`src/rtl/trap_ctrl_pkg.sv`:
```
// Shared machine-mode trap constants: CSR addresses, cause codes, status/ip bit
// positions and the read-modify-write helper used by the CSR access path.
package trap_ctrl_pkg;

  typedef enum logic [0:0] {
    RUN = 1'b0,
    WFI = 1'b1
  } trap_state_t;

  localparam int MSTATUS_MIE  = 3;
  localparam int MSTATUS_MPIE = 7;
  localparam int MIP_MSIP     = 3;
  localparam int MIP_MTIP     = 7;
  localparam int MIP_MEIP     = 11;

  localparam logic [1:0] MSTATUS_MPP_M = 2'b11;

  localparam logic [3:0] interrupt_soft  = 4'd3;
  localparam logic [3:0] interrupt_timer = 4'd7;
  localparam logic [3:0] interrupt_ext   = 4'd11;

  localparam logic [3:0] except_inst_misalign  = 4'd0;
  localparam logic [3:0] except_inst_fault     = 4'd1;
  localparam logic [3:0] except_illegal_inst   = 4'd2;
  localparam logic [3:0] except_breakpoint     = 4'd3;
  localparam logic [3:0] except_load_misalign  = 4'd4;
  localparam logic [3:0] except_load_fault     = 4'd5;
  localparam logic [3:0] except_store_misalign = 4'd6;
  localparam logic [3:0] except_store_fault    = 4'd7;
  localparam logic [3:0] except_ecall_m        = 4'd11;

  localparam logic [11:0] csr_mstatus  = 12'h300;
  localparam logic [11:0] csr_misa     = 12'h301;
  localparam logic [11:0] csr_mie      = 12'h304;
  localparam logic [11:0] csr_mtvec    = 12'h305;
  localparam logic [11:0] csr_mscratch = 12'h340;
  localparam logic [11:0] csr_mepc     = 12'h341;
  localparam logic [11:0] csr_mcause   = 12'h342;
  localparam logic [11:0] csr_mtval    = 12'h343;
  localparam logic [11:0] csr_mip      = 12'h344;
  localparam logic [11:0] csr_mhartid  = 12'hF14;

  localparam logic [2:0] funct_csrrw  = 3'b001;
  localparam logic [2:0] funct_csrrs  = 3'b010;
  localparam logic [2:0] funct_csrrc  = 3'b011;
  localparam logic [2:0] funct_csrrwi = 3'b101;
  localparam logic [2:0] funct_csrrsi = 3'b110;
  localparam logic [2:0] funct_csrrci = 3'b111;

  localparam logic [31:0] MIE_WMASK   = 32'h0000_0888;
  localparam logic [31:0] MTVEC_WMASK = 32'hFFFF_FFFD;
  localparam logic [31:0] MEPC_WMASK  = 32'hFFFF_FFFC;

  typedef struct packed {
    logic        we;
    logic [31:0] val;
  } csr_wr_t;

  // Set/clear with a zero operand is a pure read and must not write.
  function automatic csr_wr_t csr_update(input logic [2:0]  funct,
                                         input logic [31:0] old_v,
                                         input logic [31:0] wdata);
    csr_wr_t r;
    r.we  = 1'b0;
    r.val = old_v;
    case (funct)
      funct_csrrw, funct_csrrwi: begin
        r.we  = 1'b1;
        r.val = wdata;
      end
      funct_csrrs, funct_csrrsi: begin
        r.we  = (wdata != '0);
        r.val = old_v | wdata;
      end
      funct_csrrc, funct_csrrci: begin
        r.we  = (wdata != '0);
        r.val = old_v & ~wdata;
      end
      default: ;
    endcase
    return r;
  endfunction

endpackage

```
`src/rtl/trap_ctrl_irq_prio_enc.sv`:
```
// Pending-interrupt priority encoder: external > software > timer.
module irq_prio_enc
  import trap_ctrl_pkg::*;
(
  input  logic [11:0] pend,
  output logic        valid,
  output logic [3:0]  code
);

  assign valid = |pend;

  always_comb begin
    code = 4'd0;
    if (pend[MIP_MEIP])      code = interrupt_ext;
    else if (pend[MIP_MSIP]) code = interrupt_soft;
    else if (pend[MIP_MTIP]) code = interrupt_timer;
  end

endmodule

```
`src/rtl/trap_ctrl.sv`:
```
// Machine-mode trap controller: owns the M-mode trap CSRs, sequences traps,
// mret and wfi, and drives a registered redirect and WFI stall to the front end.
module trap_ctrl
  import trap_ctrl_pkg::*;
#(
  parameter logic [31:0] MTVEC_RESET = 32'h0000_0000,
  parameter int          XLEN        = 32
) (
  input  logic            clock,
  input  logic            reset,
  input  logic            commit_valid,
  input  logic [XLEN-1:0] commit_pc,
  input  logic            exc_valid,
  input  logic [3:0]      exc_cause,
  input  logic [XLEN-1:0] exc_tval,
  input  logic            mret,
  input  logic            wfi,
  input  logic            soft_irq,
  input  logic            timer_irq,
  input  logic            ext_irq,
  input  logic            csr_valid,
  input  logic [2:0]      csr_funct,
  input  logic [11:0]     csr_addr,
  input  logic [XLEN-1:0] csr_wdata,
  output logic [XLEN-1:0] csr_rdata,
  output logic            csr_illegal,
  output logic            redirect_valid,
  output logic [XLEN-1:0] redirect_pc,
  output logic            stall
);

  trap_state_t     state_q, state_d;
  logic            mstatus_mie_q, mstatus_mie_d;
  logic            mstatus_mpie_q, mstatus_mpie_d;
  logic [XLEN-1:0] mie_q, mie_d;
  logic [XLEN-1:0] mtvec_q, mtvec_d;
  logic [XLEN-1:0] mscratch_q, mscratch_d;
  logic [XLEN-1:0] mepc_q, mepc_d;
  logic [XLEN-1:0] mcause_q, mcause_d;
  logic [XLEN-1:0] mtval_q, mtval_d;
  logic [XLEN-1:0] wake_pc_q, wake_pc_d;
  logic            redirect_valid_q, redirect_valid_d;
  logic [XLEN-1:0] redirect_pc_q, redirect_pc_d;
  logic            stall_q, stall_d;

  logic [XLEN-1:0] mstatus_w;
  logic [XLEN-1:0] mip_w;
  logic [11:0]     pend;
  logic            irq_valid;
  logic [3:0]      irq_code;
  logic            irq_take;
  csr_wr_t         csr_upd;

  logic            trap_take;
  logic            trap_irq;
  logic [XLEN-1:0] trap_epc;
  logic [3:0]      trap_code;
  logic [XLEN-1:0] trap_target;
  logic [XLEN-1:0] mtvec_base;
  logic            mret_take;
  logic            wfi_enter;
  logic            wake_take;
  logic            csr_we;

  always_comb begin
    mstatus_w                = '0;
    mstatus_w[12:11]         = MSTATUS_MPP_M;
    mstatus_w[MSTATUS_MPIE]  = mstatus_mpie_q;
    mstatus_w[MSTATUS_MIE]   = mstatus_mie_q;
  end

  // mip mirrors the interrupt lines directly; there is no storage behind it.
  always_comb begin
    mip_w           = '0;
    mip_w[MIP_MEIP] = ext_irq;
    mip_w[MIP_MTIP] = timer_irq;
    mip_w[MIP_MSIP] = soft_irq;
  end

  assign pend     = mip_w[11:0] & mie_q[11:0];
  assign irq_take = mstatus_mie_q & irq_valid;

  irq_prio_enc u_prio (
    .pend  (pend),
    .valid (irq_valid),
    .code  (irq_code)
  );

  always_comb begin
    csr_rdata   = '0;
    csr_illegal = 1'b0;
    case (csr_addr)
      csr_mstatus:           csr_rdata = mstatus_w;
      csr_mie:               csr_rdata = mie_q;
      csr_mtvec:             csr_rdata = mtvec_q;
      csr_mscratch:          csr_rdata = mscratch_q;
      csr_mepc:              csr_rdata = mepc_q;
      csr_mcause:            csr_rdata = mcause_q;
      csr_mtval:             csr_rdata = mtval_q;
      csr_mip:               csr_rdata = mip_w;
      csr_misa, csr_mhartid: csr_rdata = '0;
      default:               csr_illegal = 1'b1;
    endcase
  end

  assign csr_upd = csr_update(csr_funct, csr_rdata, csr_wdata);

  assign mtvec_base  = {mtvec_q[XLEN-1:2], 2'b00};
  assign trap_target = (trap_irq && (mtvec_q[1:0] == 2'b01))
                     ? mtvec_base + {{(XLEN-6){1'b0}}, trap_code, 2'b00}
                     : mtvec_base;

  always_ff @(posedge clock) begin
    if (reset) begin
      state_q          <= RUN;
      mstatus_mie_q    <= 1'b0;
      mstatus_mpie_q   <= 1'b0;
      mie_q            <= '0;
      mtvec_q          <= MTVEC_RESET;
      mscratch_q       <= '0;
      mepc_q           <= '0;
      mcause_q         <= '0;
      mtval_q          <= '0;
      wake_pc_q        <= '0;
      redirect_valid_q <= 1'b0;
      redirect_pc_q    <= '0;
      stall_q          <= 1'b0;
    end else begin
      state_q          <= state_d;
      mstatus_mie_q    <= mstatus_mie_d;
      mstatus_mpie_q   <= mstatus_mpie_d;
      mie_q            <= mie_d;
      mtvec_q          <= mtvec_d;
      mscratch_q       <= mscratch_d;
      mepc_q           <= mepc_d;
      mcause_q         <= mcause_d;
      mtval_q          <= mtval_d;
      wake_pc_q        <= wake_pc_d;
      redirect_valid_q <= redirect_valid_d;
      redirect_pc_q    <= redirect_pc_d;
      stall_q          <= stall_d;
    end
  end

  always_comb begin
    state_d = state_q;
    case (state_q)
      RUN: if (commit_valid && !irq_take && !exc_valid && !mret && wfi) state_d = WFI;
      WFI: if (irq_valid) state_d = RUN;
    endcase
  end

  // One action per cycle: interrupt beats exception beats mret/wfi beats CSR write.
  always_comb begin
    trap_take = 1'b0;
    trap_irq  = 1'b0;
    trap_epc  = commit_pc;
    trap_code = irq_code;
    mret_take = 1'b0;
    wfi_enter = 1'b0;
    wake_take = 1'b0;
    csr_we    = 1'b0;
    case (state_q)
      RUN: begin
        if (commit_valid) begin
          if (irq_take) begin
            trap_take = 1'b1;
            trap_irq  = 1'b1;
          end else if (exc_valid) begin
            trap_take = 1'b1;
            trap_code = exc_cause;
          end else if (mret) begin
            mret_take = 1'b1;
          end else if (wfi) begin
            wfi_enter = 1'b1;
          end else if (csr_valid && !csr_illegal) begin
            csr_we = csr_upd.we;
          end
        end
      end
      WFI: begin
        if (irq_valid) begin
          if (mstatus_mie_q) begin
            trap_take = 1'b1;
            trap_irq  = 1'b1;
            trap_epc  = wake_pc_q;
          end else begin
            wake_take = 1'b1;
          end
        end
      end
    endcase
  end

  always_comb begin
    mstatus_mie_d    = mstatus_mie_q;
    mstatus_mpie_d   = mstatus_mpie_q;
    mie_d            = mie_q;
    mtvec_d          = mtvec_q;
    mscratch_d       = mscratch_q;
    mepc_d           = mepc_q;
    mcause_d         = mcause_q;
    mtval_d          = mtval_q;
    wake_pc_d        = wake_pc_q;
    redirect_valid_d = 1'b0;
    redirect_pc_d    = redirect_pc_q;
    stall_d          = stall_q;
    if (trap_take) begin
      mepc_d           = trap_epc;
      mcause_d         = {trap_irq, {(XLEN-5){1'b0}}, trap_code};
      mtval_d          = trap_irq ? '0 : exc_tval;
      mstatus_mpie_d   = mstatus_mie_q;
      mstatus_mie_d    = 1'b0;
      redirect_valid_d = 1'b1;
      redirect_pc_d    = trap_target;
      stall_d          = 1'b0;
    end else if (mret_take) begin
      mstatus_mie_d    = mstatus_mpie_q;
      mstatus_mpie_d   = 1'b1;
      redirect_valid_d = 1'b1;
      redirect_pc_d    = mepc_q;
    end else if (wfi_enter) begin
      wake_pc_d = commit_pc + 32'd4;
      stall_d   = 1'b1;
    end else if (wake_take) begin
      redirect_valid_d = 1'b1;
      redirect_pc_d    = wake_pc_q;
      stall_d          = 1'b0;
    end else if (csr_we) begin
      case (csr_addr)
        csr_mstatus: begin
          mstatus_mie_d  = csr_upd.val[MSTATUS_MIE];
          mstatus_mpie_d = csr_upd.val[MSTATUS_MPIE];
        end
        csr_mie:      mie_d      = csr_upd.val & MIE_WMASK;
        csr_mtvec:    mtvec_d    = csr_upd.val & MTVEC_WMASK;
        csr_mscratch: mscratch_d = csr_upd.val;
        csr_mepc:     mepc_d     = csr_upd.val & MEPC_WMASK;
        csr_mcause:   mcause_d   = csr_upd.val;
        csr_mtval:    mtval_d    = csr_upd.val;
        default: ;
      endcase
    end
  end

  assign redirect_valid = redirect_valid_q;
  assign redirect_pc    = redirect_pc_q;
  assign stall          = stall_q;

endmodule

```
`config.mk`:
```
export PLATFORM = sky130hd
export DESIGN_NAME = trap_ctrl
export DESIGN_NICKNAME = d
export VERILOG_FILES = /design/src/rtl/trap_ctrl_pkg.sv /design/src/rtl/trap_ctrl_irq_prio_enc.sv /design/src/rtl/trap_ctrl.sv
export SDC_FILE = /design/constraint.sdc
export NUM_CORES = 1
export LEC_CHECK = 0
export BUFFER_PORTS_ARGS = -buffer_cell sky130_fd_sc_hd__buf_2
export CORE_ASPECT_RATIO = 0.9
export CORE_MARGIN = 1.5
export CORE_UTILIZATION = 45
export CTS_BUF_LIST = sky130_fd_sc_hd__clkbuf_4 sky130_fd_sc_hd__clkbuf_8
export DETAILED_ROUTE_END_ITERATION = 16
export GPL_TIMING_DRIVEN = 1
export HOLD_SLACK_MARGIN = 0.03
export PLACE_DENSITY = 0.74
export SYNTH_ARGS = -nofsm -noshare
export SYNTH_HDL_FRONTEND = slang
export SYNTH_SLANG_ARGS = --single-unit
```
`constraint.sdc`:
```
create_clock -name clock -period 5.1 [get_ports clock]
set_input_delay 1.02 -clock clock [delete_from_list [all_inputs] [get_ports clock]]
set_output_delay 1.02 -clock clock [all_outputs]
set_load 0.02 [all_outputs]
```
==> impl_metrics.env <==
export IMPL_cts_tree="done"
export IMPL_worst_slew_pin_slew_ns=1.27
export IMPL_synthAdderAreaFrac_pct=0.603
export IMPL_grt_ovfl_total=0
export IMPL_cts_root_buf="clkbuf_8"
export IMPL_pin_count=192
export IMPL_endpoint_kind="primary output"
export IMPL_dieArea_um2=31500
export IMPL_cts_hold_buffers_added=0
export IMPL_yosysTopAreaCell="dfxtp_1"
export IMPL_synth_top_family_by_area="compound AO/OA/AOI/OAI gates"
export IMPL_mostFrequentLayoutCells="231 x dfxtp_1, 214 x nand2_1, 189 x buf_2"
export IMPL_critPathBufInv=3
export IMPL_via_count=14862
export IMPL_grt_pass1_vias=13637
export IMPL_dpl_cell_area_um2=15000
export IMPL_outcome="completed"
export IMPL_clk_pin_slew_ns=0.06
export IMPL_synth_compound_area_share_pct=27.5
export IMPL_synthSimpleGateAreaFrac_pct=21.5
export IMPL_drcViolationCount=0
export IMPL_gp_congestion=0.970
export IMPL_drt_iter0_markers=1682
export IMPL_worstPathCellList="buf_2 -> nor4bb_4 -> buf_4 -> a32oi_1 -> o22ai_1 -> buf_2"
export IMPL_core_region_area_um2=30000
export IMPL_syn_num_nets=1871
export IMPL_cp_arrival_ns=3.43
export IMPL_rows=60
export IMPL_p_leak_nw=6.41
export IMPL_fmax_mhz=225
export IMPL_post_place_ws_ns=0.656
export IMPL_syn_to_final_growth_pct=15.8
export IMPL_maxSlewHeadroom_pct=15.6
export IMPL_synth_mux_area_fraction_pct=7.02
export IMPL_design_area_um2=15900
export IMPL_slowest_delay_ns=0.96
export IMPL_rsz0062_at_grt="false"
export IMPL_setup_violations=0
export IMPL_netlist_top_cells_area="dfxtp_1 34%, nand2_1 5.9%, nor2_1 5.2%, a211oi_1 4.5%, a21oi_1 4.3%"
export IMPL_cts_sinks=231
export IMPL_routed_wl_um=54500
export IMPL_setup_ws_ns=0.653
export IMPL_dp_hpwl_um=39700
export IMPL_netlist_area_um2=13700
export IMPL_cp_top_family="buffers and inverters"
export IMPL_port_buffers=190
export IMPL_first_pass_iters=7
export IMPL_via_per_inst=6.48
export IMPL_grt_use_total_pct=32.9
export IMPL_critPathRequiredTime_ns=4.08
export IMPL_skew_ns=0.0238
export IMPL_htree_num_levels=2
export IMPL_synth_edf_count=0
export IMPL_setup_tns_final_ns=0
export IMPL_cap_violations=0
export IMPL_synthFlopType="dfxtp_1"
export IMPL_synth_seq_cells=231
export IMPL_antenna_found_initial=3
export IMPL_post_cts_resized=0
export IMPL_yosysWarnings=0
export IMPL_grt_max_degree=77
export IMPL_fin_util_pct=53.0
export IMPL_synthArstFlopShare_pct=0
export IMPL_cp_common_cell="buf_2"
export IMPL_drive_gt1_share_pct=21.2
export IMPL_powerDensity_nw_per_um2=280
export IMPL_hold_class="flop to flop"
export IMPL_die_height_um=169
export IMPL_period_needed_ns=4.45
export IMPL_crit_fanout=18
export IMPL_finalMaxSlewViolations=0
export IMPL_critPathSlowestCell="nor4bb_4"
export IMPL_synth_distinct_cells=72
export IMPL_cts_setup_buffers=0
export IMPL_die_x_um=187
export IMPL_netlist_instances=1740
export IMPL_yosys_area_top_type_share_pct=33.7
export IMPL_fin_crit_sh_pct=87.2
export IMPL_antenna_left=0
export IMPL_grt_first_pass_wirelength_um=81200
export IMPL_synth_xor_area_share_pct=3.77
export IMPL_hold_viol=0
export IMPL_fin_nets=1993
export IMPL_seq_area_frac_synth_pct=33.7
export IMPL_worstSetupPathType="primary input to primary output"
export IMPL_peakVddDrop_mv=0.148
export IMPL_hold_ws_ns=0.452
export IMPL_post_drt_wl_per_cell_um=23.7
export IMPL_cts_max_path_buffers=3
export IMPL_layout_commonest_cell="dfxtp_1"
export IMPL_synth_avg_cell_area_um2=7.88
export IMPL_clk_insertion_delay_late_ns=0.55
export IMPL_cts_buffers=41
export IMPL_initial_core_util_pct=45.8
export IMPL_cp_start_kind="primary input"
-- through the flow --
stage | total power, mW | std cells
2_1_floorplan | 2.28 | 1740
3_5_place_dp | 2.53 | 2222
6_report | 4.44 | 2294
3_3_place_gp | 2.52 | 2222
4_1_cts | 4.43 | 2293
5_1_grt | 4.56 | 2294
-- power by group --
group	switching, mW	total (mW)	internal [mW]	leakage (nW)
sequential	0.0510	1.92	1.86	1.88
clock	0.803	1.93	1.13	0.480
combinational	0.390	0.590	0.199	4.06
-- state kept, by name (all words and copies together) (netlist names) --
register,cells
redirect_valid,1
stall,1
mstatus_mie_q,1
redirect_pc,32
wake_pc_q,32
mtval_q,32
mtvec_q,31
mcause_q,32
mscratch_q,32
mstatus_mpie_q,1
mie_q,3
state_q,1
mepc_q,32
-- cells in the mapped netlist, types with 6 or more instances --
cell type / n
a211oi_1: 82
a21o_1: 18
a21oi_1: 118
a221oi_1: 12
a222oi_1: 13
a22oi_1: 42
a311oi_1: 34
a31oi_1: 15
a32o_1: 26
a32oi_1: 6
and3_1: 22
and4_1: 15
buf_1: 8
buf_2: 30
clkbuf_1: 118
dfxtp_1: 231
inv_1: 42
mux2_2: 45
mux2i_1: 41
nand2_1: 214
nand2b_1: 7
nand3_1: 27
nand4_1: 17
nor2_1: 189
nor2b_1: 7
nor3_1: 51
nor4_1: 17
o21ai_0: 68
o221a_2: 14
o22ai_1: 20
o31ai_1: 28
or3_1: 14
or4_1: 7
xnor2_1: 28
xor2_1: 31
-- layout make-up --
cell class / count / area, um2
multi-input cells: 1307 / 8350
clock inverters: 5 / 77.6
well taps: 403 / 504
clock buffers: 66 / 833
flip-flops and latches: 231 / 4620
fillers: 2884 / 14100
repair buffers: 239 / 1320
diodes: 1 / 2.50
inverters: 42 / 158
-- layer usage --
layer | GRT usage (%) | vias to the layer above | wire (um)
met5 | 0 | - | 27
met4 | 14.9 | 4 | 2560
met3 | 5.70 | 182 | 5350
met2 | 54.1 | 896 | 25100
met1 | 42.4 | 7061 | 21400
li1 | - | 6719 | -
-- worst paths after layout --
| path | from | endpoint | slack, ns | depth (start not counted) |
|---|---|---|---|---|
| max | csr_addr[6] | csr_rdata[4] | 0.65 | 6 |
| min | mcause_q[7] | mcause_q[7] | 0.45 | 2 |
| max reg2reg | state_q | redirect_pc[22] | 1.19 | 14 |
| min reg2reg | mcause_q[7] | mcause_q[7] | 0.45 | 2 |
-- logic make-up (layout without fill, tap and decap cells) --
group / after synthesis / after routing
compound gates: 535 / 535
xor+xnor: 59 / 59
fa+ha+maj: 6 / 6
buf+inv: 202 / 352
flops: 231 / 231
mux: 88 / 88
other cells: 0 / 1
simple gates: 619 / 619
-- tightest hold or removal path, cell delays in order (launching register included) --
cell	delay, ns
dfxtp_1	0.31
nand2_1	0.05
a21oi_1	0.05
No activity file was read; power rests on OpenSTA's default activity.
